<file path="config.mk">
export PLATFORM = sky130hd
export DESIGN_NAME = processor_v2
export DESIGN_NICKNAME = d
export VERILOG_FILES = /design/src/rtl/processor_v2_pkg.sv /design/src/rtl/alu_v2.sv /design/src/rtl/processor_v2.sv
export SDC_FILE = /design/constraint.sdc
export NUM_CORES = 1
export LEC_CHECK = 0
export CORE_UTILIZATION = 53
export CTS_BUF_LIST = sky130_fd_sc_hd__clkbuf_4 sky130_fd_sc_hd__clkbuf_8
export DETAILED_ROUTE_END_ITERATION = 16
export PLACE_DENSITY = 0.79
export SLEW_MARGIN = 5
export SYNTH_ARGS = -nofsm -noshare
export SYNTH_HDL_FRONTEND = slang
export SYNTH_SLANG_ARGS = --single-unit
</file>
<file path="constraint.sdc">
create_clock -name Clock_50 -period 1.5 [get_ports Clock_50]
set_clock_uncertainty 0.1 [all_clocks]
set_input_delay 0.15 -clock Clock_50 [delete_from_list [all_inputs] [get_ports Clock_50]]
set_output_delay 0.15 -clock Clock_50 [all_outputs]
set_load 0.02 [all_outputs]
</file>
<file path="src/rtl/processor_v2_pkg.sv">
// Shared types for processor_v2: ALU function codes, flag bundle and parameter sanity checks.
package processor_v2_pkg;

    localparam int unsigned MIN_DATA_W = 4;
    localparam int unsigned MIN_NREGS  = 2;

    typedef enum logic [2:0] {
        ALU_ADD  = 3'b000,
        ALU_SUB  = 3'b001,
        ALU_AND  = 3'b010,
        ALU_OR   = 3'b011,
        ALU_PASS = 3'b100,
        ALU_XOR  = 3'b101,
        ALU_SHL  = 3'b110,
        ALU_SHR  = 3'b111
    } alu_op_e;

    typedef struct packed {
        logic z;
        logic n;
        logic c;
    } alu_flags_t;

    function automatic bit params_ok(input int unsigned data_w, input int unsigned nregs);
        return (data_w >= MIN_DATA_W) && (nregs >= MIN_NREGS) && ((nregs & (nregs - 1)) == 0);
    endfunction

endpackage

</file>
<file path="src/rtl/alu_v2.sv">
// Combinational 8-function ALU producing the result plus zero/negative/carry flags.
module alu_v2
    import processor_v2_pkg::*;
#(
    parameter int unsigned DATA_W = 8
) (
    input  logic [DATA_W-1:0] a,
    input  logic [DATA_W-1:0] b,
    input  alu_op_e           f,
    output logic [DATA_W-1:0] result,
    output alu_flags_t        flags
);

    logic [DATA_W:0] sum;
    logic [DATA_W:0] diff;
    logic            carry;

    assign sum  = {1'b0, a} + {1'b0, b};
    assign diff = {1'b0, a} - {1'b0, b};

    always_comb begin
        result = '0;
        carry  = 1'b0;
        case (f)
            ALU_ADD:  {carry, result} = sum;
            // Carry on subtract means "no borrow", i.e. a >= b unsigned
            ALU_SUB:  begin result = diff[DATA_W-1:0]; carry = ~diff[DATA_W]; end
            ALU_AND:  result = a & b;
            ALU_OR:   result = a | b;
            ALU_PASS: result = a;
            ALU_XOR:  result = a ^ b;
            ALU_SHL:  begin result = {a[DATA_W-2:0], 1'b0}; carry = a[DATA_W-1]; end
            ALU_SHR:  begin result = {1'b0, a[DATA_W-1:1]}; carry = a[0]; end
            default:  ;
        endcase
    end

    always_comb begin
        flags   = '0;
        flags.z = (result == '0);
        flags.n = result[DATA_W-1];
        flags.c = carry;
    end

endmodule

</file>
<file path="src/rtl/processor_v2.sv">
// Two-stage issue/writeback datapath with register file, ALU, flags and debug read port.
// Define PROC_V2_FORWARD_EN to forward writeback data instead of stalling on hazards.
module processor_v2
    import processor_v2_pkg::*;
#(
    parameter  int unsigned DATA_W = 8,
    parameter  int unsigned NREGS  = 4,
    localparam int unsigned AW     = $clog2(NREGS)
) (
    input  logic              Clock_50,
    input  logic              Resetn,
    input  logic              In_valid,
    output logic              In_ready,
    input  logic [AW-1:0]     W_addr,
    input  logic              W_en,
    input  logic [AW-1:0]     RA_addr,
    input  logic [AW-1:0]     RB_addr,
    input  logic [DATA_W-1:0] Imm,
    input  logic              A_sel,
    input  logic [2:0]        F,
    output logic [DATA_W-1:0] Result,
    output logic              Result_valid,
    output logic              Flag_Z,
    output logic              Flag_N,
    output logic              Flag_C,
    input  logic [AW-1:0]     Dbg_addr,
    output logic [DATA_W-1:0] Dbg_data
);

    if (!params_ok(DATA_W, NREGS)) begin : g_param_check
        $error("processor_v2: DATA_W must be >= 4 and NREGS a power of two >= 2");
    end

    logic [1:0]        rst_sync_q;
    logic              rst_n;
    logic [DATA_W-1:0] regs_q [NREGS];
    logic              wb_valid_q;
    logic              wb_en_q;
    logic [AW-1:0]     wb_addr_q;
    logic [DATA_W-1:0] result_q;
    logic              result_valid_q;
    alu_flags_t        flags_q;

    logic [DATA_W-1:0] op_a;
    logic [DATA_W-1:0] op_b;
    logic [DATA_W-1:0] alu_result;
    alu_flags_t        alu_flags;
    logic              hit_a;
    logic              hit_b;
    logic              accept;

    // Assert immediately, release two edges after Resetn rises
    always_ff @(posedge Clock_50 or negedge Resetn) begin
        if (!Resetn) begin
            rst_sync_q <= 2'b00;
        end else begin
            rst_sync_q <= {rst_sync_q[0], 1'b1};
        end
    end
    assign rst_n = rst_sync_q[1];

    // wb_data is the registered result itself: both load on accept and hold otherwise
    assign hit_a = wb_valid_q && wb_en_q && !A_sel && (RA_addr == wb_addr_q);
    assign hit_b = wb_valid_q && wb_en_q && (RB_addr == wb_addr_q);

`ifdef PROC_V2_FORWARD_EN
    assign In_ready = 1'b1;
    assign op_a     = A_sel ? Imm : (hit_a ? result_q : regs_q[RA_addr]);
    assign op_b     = hit_b ? result_q : regs_q[RB_addr];
`else
    assign In_ready = !(hit_a || hit_b);
    assign op_a     = A_sel ? Imm : regs_q[RA_addr];
    assign op_b     = regs_q[RB_addr];
`endif

    assign accept = In_valid && In_ready;

    alu_v2 #(
        .DATA_W (DATA_W)
    ) u_alu (
        .a      (op_a),
        .b      (op_b),
        .f      (alu_op_e'(F)),
        .result (alu_result),
        .flags  (alu_flags)
    );

    always_ff @(posedge Clock_50 or negedge rst_n) begin
        if (!rst_n) begin
            for (int i = 0; i < NREGS; i++) begin
                regs_q[i] <= '0;
            end
        end else if (wb_valid_q && wb_en_q) begin
            regs_q[wb_addr_q] <= result_q;
        end
    end

    always_ff @(posedge Clock_50 or negedge rst_n) begin
        if (!rst_n) begin
            wb_valid_q     <= 1'b0;
            wb_en_q        <= 1'b0;
            wb_addr_q      <= '0;
            result_q       <= '0;
            result_valid_q <= 1'b0;
            flags_q        <= '0;
        end else begin
            wb_valid_q     <= accept;
            result_valid_q <= accept;
            if (accept) begin
                wb_en_q   <= W_en;
                wb_addr_q <= W_addr;
                result_q  <= alu_result;
                flags_q   <= alu_flags;
            end
        end
    end

    assign Result       = result_q;
    assign Result_valid = result_valid_q;
    assign Flag_Z       = flags_q.z;
    assign Flag_N       = flags_q.n;
    assign Flag_C       = flags_q.c;
    assign Dbg_data     = regs_q[Dbg_addr];

endmodule

</file>
==> results of run 1 <==
-- logic make-up after synthesis --
family,Yosys count,share of synthesized area (%)
other cells,1,0.0952
buf+inv,53,5.62
flops,48,30.5
xor+xnor,11,2.45
fa+ha+maj,26,8.64
compound gates,73,12.8
mux,69,28.0
simple gates,94,11.9
-- what timing repair did --
item / CTS
hold buffers: 1
setup endpoints to repair: 59
buffers inserted: 24
resized for setup: 171
pin swaps: 37
endpoints found under the hold margin: 2
-- Yosys cell counts, types with 3 or more instances --
library cell / number / area (um^2)
mux4_2: 24 / 541
and2_1: 4 / 25.0
nor4_1: 4 / 25.0
buf_2: 6 / 30.0
nand3_1: 4 / 20.0
dfrtp_1: 48 / 1200
o22ai_1: 5 / 31.3
a211oi_1: 3 / 22.5
nor2_1: 15 / 56.3
nor2b_1: 7 / 43.8
xor2_1: 9 / 78.8
o211ai_1: 5 / 37.5
mux2i_4: 3 / 67.6
ha_1: 24 / 300
nand3b_1: 3 / 22.5
o21bai_1: 3 / 22.5
nand2b_1: 3 / 18.8
clkinv_1: 3 / 11.3
nor3_1: 9 / 45.0
clkbuf_1: 13 / 48.8
or2_2: 3 / 18.8
nand2_1: 31 / 116
inv_1: 24 / 90.1
a21o_1: 4 / 30.0
mux2_2: 36 / 405
mux2i_2: 3 / 41.3
a21oi_1: 13 / 65.1
a31oi_1: 6 / 37.5
o21ai_0: 14 / 70.1
-- layer usage --
metal  GRT overflow  global-route usage [%]
met1              0                    77.8
met5              0                    14.9
met4              2                    70.2
met3              0                    61.3
met2              1                    89.2
-- stage by stage --
step | setup TNS, ps | cell area (um^2) | hold slack [ps] | util (%)
after floorplan | -12080 | 4110 | -246 | -
after global placement | -28390 | 5710 | 86.0 | 79.2
after detailed placement | -32180 | 5710 | 91.6 | 79.2
after CTS | -19500 | 6410 | 116 | 88.8
==> summary.txt, run 1 <==
Place
  – Final GP Congestion: 1.03
  – Setup WS pre-CTS: -2240 ps
  – Detailed Place HPWL: 11100 um
  – Placed Cells: 636
  – PortBufs: 44

Logic synthesis
  – Post-Syn Area: 3940 um^2
  – Syn nets: 425
  – Number of synthesized flops with an enable pin: 0
  – Mean Syn Cell Area: 10.5 um^2
  – Post-Synthesis Cells: 375
  – Syn. warnings: 0
  – Register bit total from synthesis: between 40 and 50
  – Sequential-to-total area share from yosys stat: between 30% and 40%
  – Post-synth ARST share: 100%
  – Top_reg_cell synth: dfrtp_1
  – Library cells used by synthesis: 61

Clock tree
  – Clk buf depth: 2
  – CTS sink cnt: 48
  – CTS Buf Count: 5
  – H-tree depth: 2
  – Clk root buf: clkbuf_8

STA
  – Worst endpoint, post-GRT repair: Flag_Z$_DFFE_PN0P_/D
  – Worst endpoint type: register data pin

Global routing
  – Largest net degree at the start of global routing: 20
  – Tot GR Track Use: about three quarters
  – Grt ovf: 3

Outcome
  – Error msg: [ERROR GRT-0232] Routing congestion too high. Check the congestion heatmap in the GUI.
  – Fail Step: global routing (5_1_grt)
  – Status: aborted with a tool error

Floorplanning
  – Initial Util: 54.6%
  – Io pins: 45
  – Die height: 88.2 um
  – Row count: 31
  – Die X: between 80 and 90 um
==> inputs of run 2 (changes only) <==
--- a/config.mk
+++ b/config.mk
@@ -5,10 +5,9 @@
 export SDC_FILE = /design/constraint.sdc
 export NUM_CORES = 1
 export LEC_CHECK = 0
-export CORE_UTILIZATION = 53
-export CTS_BUF_LIST = sky130_fd_sc_hd__clkbuf_4 sky130_fd_sc_hd__clkbuf_8
+export CORE_UTILIZATION = 40
 export DETAILED_ROUTE_END_ITERATION = 16
-export PLACE_DENSITY = 0.79
+export PLACE_DENSITY_LB_ADDON = 0.15
 export SLEW_MARGIN = 5
 export SYNTH_ARGS = -nofsm -noshare
 export SYNTH_HDL_FRONTEND = slang
==> constraint.sdc (replaced) <==
create_clock -name Clock_50 -period 2 [get_ports Clock_50]
set_clock_uncertainty 0.1 [all_clocks]
set_input_delay 0.2 -clock Clock_50 [delete_from_list [all_inputs] [get_ports Clock_50]]
set_output_delay 0.2 -clock Clock_50 [all_outputs]
set_load 0.02 [all_outputs]
==> summary.txt, run 2 <==
Place
  – Detailed Place HPWL: around 9300 um
  – DP Area: 5520 um^2
  – PortBufs: between 40 and 50
  – Final GP Congestion: 0.917
  – Setup WS pre-CTS: -1860 ps
  – Placed Cells: 653

Global routing
  – GR Layer Usage met2: 42.5%
  – Tot GR Track Use: 25.3%
  – Vias in the first global route: 3895
  – Largest net degree at the start of global routing: 26
  – M3 GR Usage: 2.83%
  – Grt ovf: 0
  – M1 GR Usage: 34.5%
  – Global route hottest layer: met2
  – Initial antenna violation count: 0
  – Global-route wire length before repair: 19900 um

Logic synthesis
  – Register bit total from synthesis: between 40 and 50
  – Largest family of logic cells by synthesized area: multiplexers
  – Post-Synthesis Cells: 375
  – Cell taking the most area after synthesis: dfrtp_1
  – Top cells by count, synth: dfrtp_1, mux2_2, nand2_1
  – Post-Syn Area: 3940 um^2
  – Synth top area share: approximately 30%
  – Post-synth ARST share: 100%
  – Syn. warnings: 0
  – Syn nets: 425
  – Library cells used by synthesis: 61
  – XOR/XNOR Fraction of Synth Area: under 10%
  – Compound-cell area share of the yosys netlist: 12.8%
  – Most common cell in the netlist: dfrtp_1
  – Top_reg_cell synth: dfrtp_1
  – Sequential-to-total area share from yosys stat: 30.5%
  – Post-Synth Adder-Cell Area: 8.64%
  – Simple-gate share of the synthesized area: 11.9%
  – Mean Syn Cell Area: 10.5 um^2
  – Mux contribution to synthesized area: 28.0%
  – Synth area leaders: dfrtp_1, mux4_2, mux2_2
  – Number of synthesized flops with an enable pin: 0

Final layout
  – Number of inserted diodes: 0
  – Most frequent cells in the layout: buf_4, dfrtp_1, mux2_2, clkdlybuf4s50_1, nand2_1
  – Commonest non-fill, non-tap cell in the layout: buf_4
  – Fin area: 6100 um^2
  – Fill cell count: 776
  – Largest register by flop count: regs_q
  – Area Growth Syn to Fin: 54.8%
  – Finished Layout Cells: 682
  – Final nets: 602
  – Fin util: between 60% and 70%
  – Largest register FFs: 32
  – Layout cell share with drive strength beyond 1: 53.3%

Route
  – WL final: approximately 12000 um
  – Via count: 3701
  – Iteration-0 DRC Markers: 156
  – Drt first pass iters: 5
  – Post-DRT Antenna Nets: 0
  – DRC: 0
  – Wirelength per Cell: 18.2 um
  – Avg Vias per Cell: 5.43

Critical path
  – Req. time, crit path: 2080 ps
  – Crit end category: register
  – CP startpoint kind: register
  – Crit path DAT: between 3000 and 4000 ps
  – Crit Path Class: reg -> reg
  – Max Fanout on Critical Path: 4

Floorplanning
  – Initial Util: 42.0%
  – Row count: 35
  – Full die area: 10200 um^2
  – Die X: roughly 100 um
  – Core box area: about 9400 um^2
  – Die height: 101 um
  – Io pins: 45

Clock tree
  – TritonCTS clock tree: done
  – Clk root buf: clkbuf_8
  – Clock Pin Slew Worst Setup and Hold Paths: approximately 90 ps
  – CTS Buf Count: 5
  – Clk Latency, worst-skew pair: 290 ps
  – CTS sink cnt: 48
  – Clk buf depth: 2
  – H-tree depth: 2

Pwr
  – Static Leak: 2.70 nW
  – Net Sw Frac: 40.8%
  – Int Pwr: 4.81 mW
  – Power share of the clock group: 7.3%
  – VDD IR-drop max: ~0.00072 V
  – Switching power: 3.31 mW
  – Power Density: approximately 1300 nW/um^2
  – Seq pwr share: 21.5%
  – Combinational power share: a little under three quarters

STA
  – Minimum clock period: 3250 ps
  – Max Freq: 308 MHz
  – Final worst slack: -1250 ps
  – Pin slew with the least headroom to its limit: 602 ps
  – Final hold viol count: 0
  – Final Max Tran Viols: 0
  – Final setup fails: 10
  – Tcrit/Tclk final: 163%
  – Hold WS: 157 ps
  – RSZ-0062 raised after global routing: yes
  – Slew margin rel.: 59.5%

Worst hold path
  – Hold Crit Class: reg -> async

Outcome
  – Violated checks: setup timing
  – Status: finished with violations

Run
  – Max-cap violation count: 0
==> run 2: cell counts after synthesis <==
Identical to the previous run, type by type.
==> run 2: final timing paths <==
kind | to | slack, ps | depth (start not counted) | from
max | Flag_C | -1250 | 13 | regs_q[8]
min | regs_q[26] | 160 | 0 | rst_sync_q[1]
max reg2reg | Flag_C | -1250 | 13 | regs_q[8]
min reg2reg | regs_q[26] | 160 | 0 | rst_sync_q[1]
max in group asynchronous | regs_q[11] | 1030 | 1 | rst_sync_q[1]
min in group Clock_50 | rst_sync_q[1] | 270 | 0 | rst_sync_q[0]
==> run 2: power by group through the flow <==
stage               Combinational [mW]  Clock (mW)  Sequential, mW
CTS                               5.44       0.614            1.74
detailed placement                4.87           0            1.75
finish                            5.78       0.594            1.74
global placement                  4.77           0            1.74
floorplan                         2.68           0            1.75
global route                      6.17       0.655            1.80
==> run 2: kinds of logic (layout without fill, tap and decap cells) <==
| family | count (synthesis) | in the layout |
|---|---|---|
| and+or+nand+nor | 94 | 94 |
| AOI/OAI and AO/OA | 73 | 73 |
| muxes | 69 | 69 |
| buffers and inverters | 53 | 231 |
| DFF | 48 | 48 |
| adders and majority gates | 26 | 26 |
| xor gates and xnor gates | 11 | 11 |
| other | 1 | 1 |
==> run 2: final cells by class <==
| cell class | count | area [um^2] | share of cell area (%) |
|---|---|---|---|
| Multi-Input combinational cell | 274 | 2900 | 47.5 |
| Timing Repair Buffer | 194 | 1630 | 26.7 |
| Sequential cell | 48 | 1200 | 19.7 |
| Tap cell | 129 | 161 | 2.65 |
| Inverter | 29 | 111 | 1.83 |
| Clock buffer | 7 | 86.3 | 1.42 |
| Clock inverter | 1 | 7.51 | 0.123 |
==> run 2: layer usage <==
| metal | vias up | routed length, um |
|---|---|---|
| li1 | 1728 | - |
| met1 | 1829 | 5460 |
| met2 | 121 | 6220 |
| met3 | 23 | 521 |
| met4 | 0 | 221 |
| met5 | - | 0 |
==> run 2: worst max-delay path, stage by stage (launching register included) <==
cell and delay (ps):
dfrtp_1 420, mux4_2 510, mux2i_4 220, buf_6 130
inv_2 30, ha_4 150, fa_2 370, a21o_1 200
a221o_1 340, o21a_1 190, o21ai_1 120, a32oi_1 80
a21oi_1 200, o21ai_1 80
==> run 2: metrics by stage <==
step | power [mW] | TNS (ps)
2_1_floorplan | 4.43 | -7050
3_3_place_gp | 6.51 | -19430
3_5_place_dp | 6.62 | -20540
4_1_cts | 7.79 | -9990
5_1_grt | 8.63 | -11080
6_report | 8.11 | -10130
==> run 2: repair_timing <==
| item | 4_1_cts | 5_1_grt |
|---|---|---|
| gates cloned | 0 | 0 |
| buffers inserted | 14 | 9 |
| gates resized for setup | 96 | 29 |
| setup endpoints to repair | 23 | 17 |
| hold endpoints to repair | 2 | 0 |
| hold buffers | 1 | 0 |
| pin swaps | 23 | 25 |
Power figures use the tool's default switching activity.
==> inputs of run 3 (changes only) <==
--- a/config.mk
+++ b/config.mk
@@ -7,7 +7,6 @@
 export LEC_CHECK = 0
 export CORE_UTILIZATION = 40
 export DETAILED_ROUTE_END_ITERATION = 16
-export PLACE_DENSITY_LB_ADDON = 0.15
 export SLEW_MARGIN = 5
 export SYNTH_ARGS = -nofsm -noshare
 export SYNTH_HDL_FRONTEND = slang
==> summary.txt, run 3 (synthesized netlist as in run 2, its figures left out) <==
Outcome
  – Status: finished with violations
  – Violated checks: setup timing

Final layout
  – Most frequent cells in the layout: buf_4, dfrtp_1, mux2_2, clkdlybuf4s50_1, nand2_1
  – Fin util: between 60% and 70%
  – Finished Layout Cells: 677
  – Fin area: 6020 um^2
  – Fill cell count: 773
  – Final nets: ~600
  – Largest register FFs: 32
  – Layout cell share with drive strength beyond 1: 51.1%
  – Commonest non-fill, non-tap cell in the layout: buf_4
  – Area Growth Syn to Fin: 52.8%
  – Largest register by flop count: regs_q
  – Number of inserted diodes: 0

Floorplanning
  – Io pins: 45
  – Die X: just over 100 um
  – Core box area: around 9400 um^2
  – Row count: 35
  – Initial Util: 42.0%
  – Die height: 101 um
  – Full die area: between 10000 and 15000 um^2

Critical path
  – R2R setup slack: -1200 ps
  – CP startpoint kind: register
  – Crit path DAT: roughly 3300 ps
  – Max Fanout on Critical Path: 2
  – Crit Path Class: reg -> reg
  – Crit path from: regs_q[24]
  – Reg2Reg Depth: 13
  – Reg-to-Reg End: Flag_Z
  – Req. time, crit path: between 2000 and 2500 ps
  – Crit end category: register
  – R2r startpoint: regs_q[24]

STA
  – Tcrit/Tclk final: 160%
  – Setup TNS: -9920 ps
  – Final worst slack: -1200 ps
  – Final setup fails: 10
  – Final Max Tran Viols: 0
  – Hold WS: ~270 ps
  – Final hold viol count: 0
  – Minimum clock period: around 3200 ps
  – Max Freq: 312 MHz
  – Pin slew with the least headroom to its limit: 596 ps
  – RSZ-0062 raised after global routing: yes
  – Slew margin rel.: approximately 60%

Clock tree
  – CTS sink cnt: 48
  – TritonCTS clock tree: done
  – H-tree depth: 2
  – Clk Latency, worst-skew pair: ~290 ps
  – Clk root buf: clkbuf_8
  – Clk buf depth: 2
  – Clock Pin Slew Worst Setup and Hold Paths: 90 ps
  – CTS Buf Count: 5

Place
  – Placed Cells: 653
  – PortBufs: 44
  – DP Area: 5480 um^2
  – Final GP Congestion: 0.973
  – Setup WS pre-CTS: -1720 ps
  – Detailed Place HPWL: 9160 um

Worst hold path
  – Hold Crit Class: reg -> async

Route
  – Wirelength per Cell: 17.8 um
  – Drt first pass iters: 4
  – WL final: 12000 um
  – DRC: 0
  – Iteration-0 DRC Markers: 138
  – Via count: 3619
  – Avg Vias per Cell: ~5.3
  – Post-DRT Antenna Nets: 0

Pwr
  – Power Density: 1340 nW/um^2
  – VDD IR-drop max: a little over 0.0009 V
  – Static Leak: approximately 2.7 nW
  – Total power: 8.07 mW

Run
  – Max-cap violation count: 0

Global routing
  – Grt ovf: 0
  – Largest net degree at the start of global routing: 47
  – Tot GR Track Use: about a quarter
  – Vias in the first global route: ~3.8k
  – Initial antenna violation count: 0
  – Global-route wire length before repair: 19400 um
-- run 3: cell types whose count changed in the layout (fill, tap and decap cells not counted), sizes merged --
cell           change
buf                -7
clkdlybuf4s15      +3
clkbuf             -2
bufinv             +1
clkinvlp           -1
dlygate4sd2        +1
-- run 3: worst max path at each step --
| stage | end | slack, ps | cells past startpoint |
|---|---|---|---|
| 3_5_place_dp | Flag_Z | -1720 | 13 |
| 6_report | Flag_Z | -1200 | 13 |
| 3_3_place_gp | Flag_Z | -1730 | 13 |
| 2_1_floorplan | Flag_Z | -1080 | 12 |
| 4_1_cts | Flag_Z | -1180 | 13 |
| 5_1_grt | Flag_Z | -1300 | 13 |
-- run 3: worst max-delay path: stages, from the launching register on --
cell      delay, ps
dfrtp_1         410
mux4_2          500
mux2i_4         220
buf_6           140
inv_4            30
ha_4            150
fa_2            350
a21o_1          200
a221o_1         340
mux2i_1         160
nand3b_1        110
o221ai_2         80
clkinv_2         80
a41o_1          230
-- run 3: layout make-up --
type | count | area [um^2] | area share (%)
clock buffer | 7 | 96.3 | 1.60
clock inverter | 1 | 30.0 | 0.499
inverter | 29 | 113 | 1.87
multi-input combinational | 274 | 2870 | 47.7
sequential | 48 | 1200 | 20.0
tap | 129 | 161 | 2.68
timing repair buffer | 189 | 1540 | 25.7
-- run 3: power breakdown --
group / leakage, nW / switching, mW / internal, mW
combinational: 2.01 / 2.53 / 3.03
sequential: 0.596 / 0.388 / 1.36
clock: 0.0645 / 0.320 / 0.441
-- run 3: routing by layer --
metal  vias to the layer above  track usage, %  routed length [um]
met1                      1792            33.2                5300
met3                         9            2.90                 498
li1                       1720               -                   -
met4                         0            6.35                 104
met2                        98            43.0                6130
met5                         -               0                   0
-- run 3: repair_timing --
action                                 4_1_cts  5_1_grt
endpoints found under the hold margin        2        0
setup endpoints to repair                   23       20
resized for setup                           71       28
hold buffers                                 1        0
setup buffers                               14        3
pin swaps                                   21       22
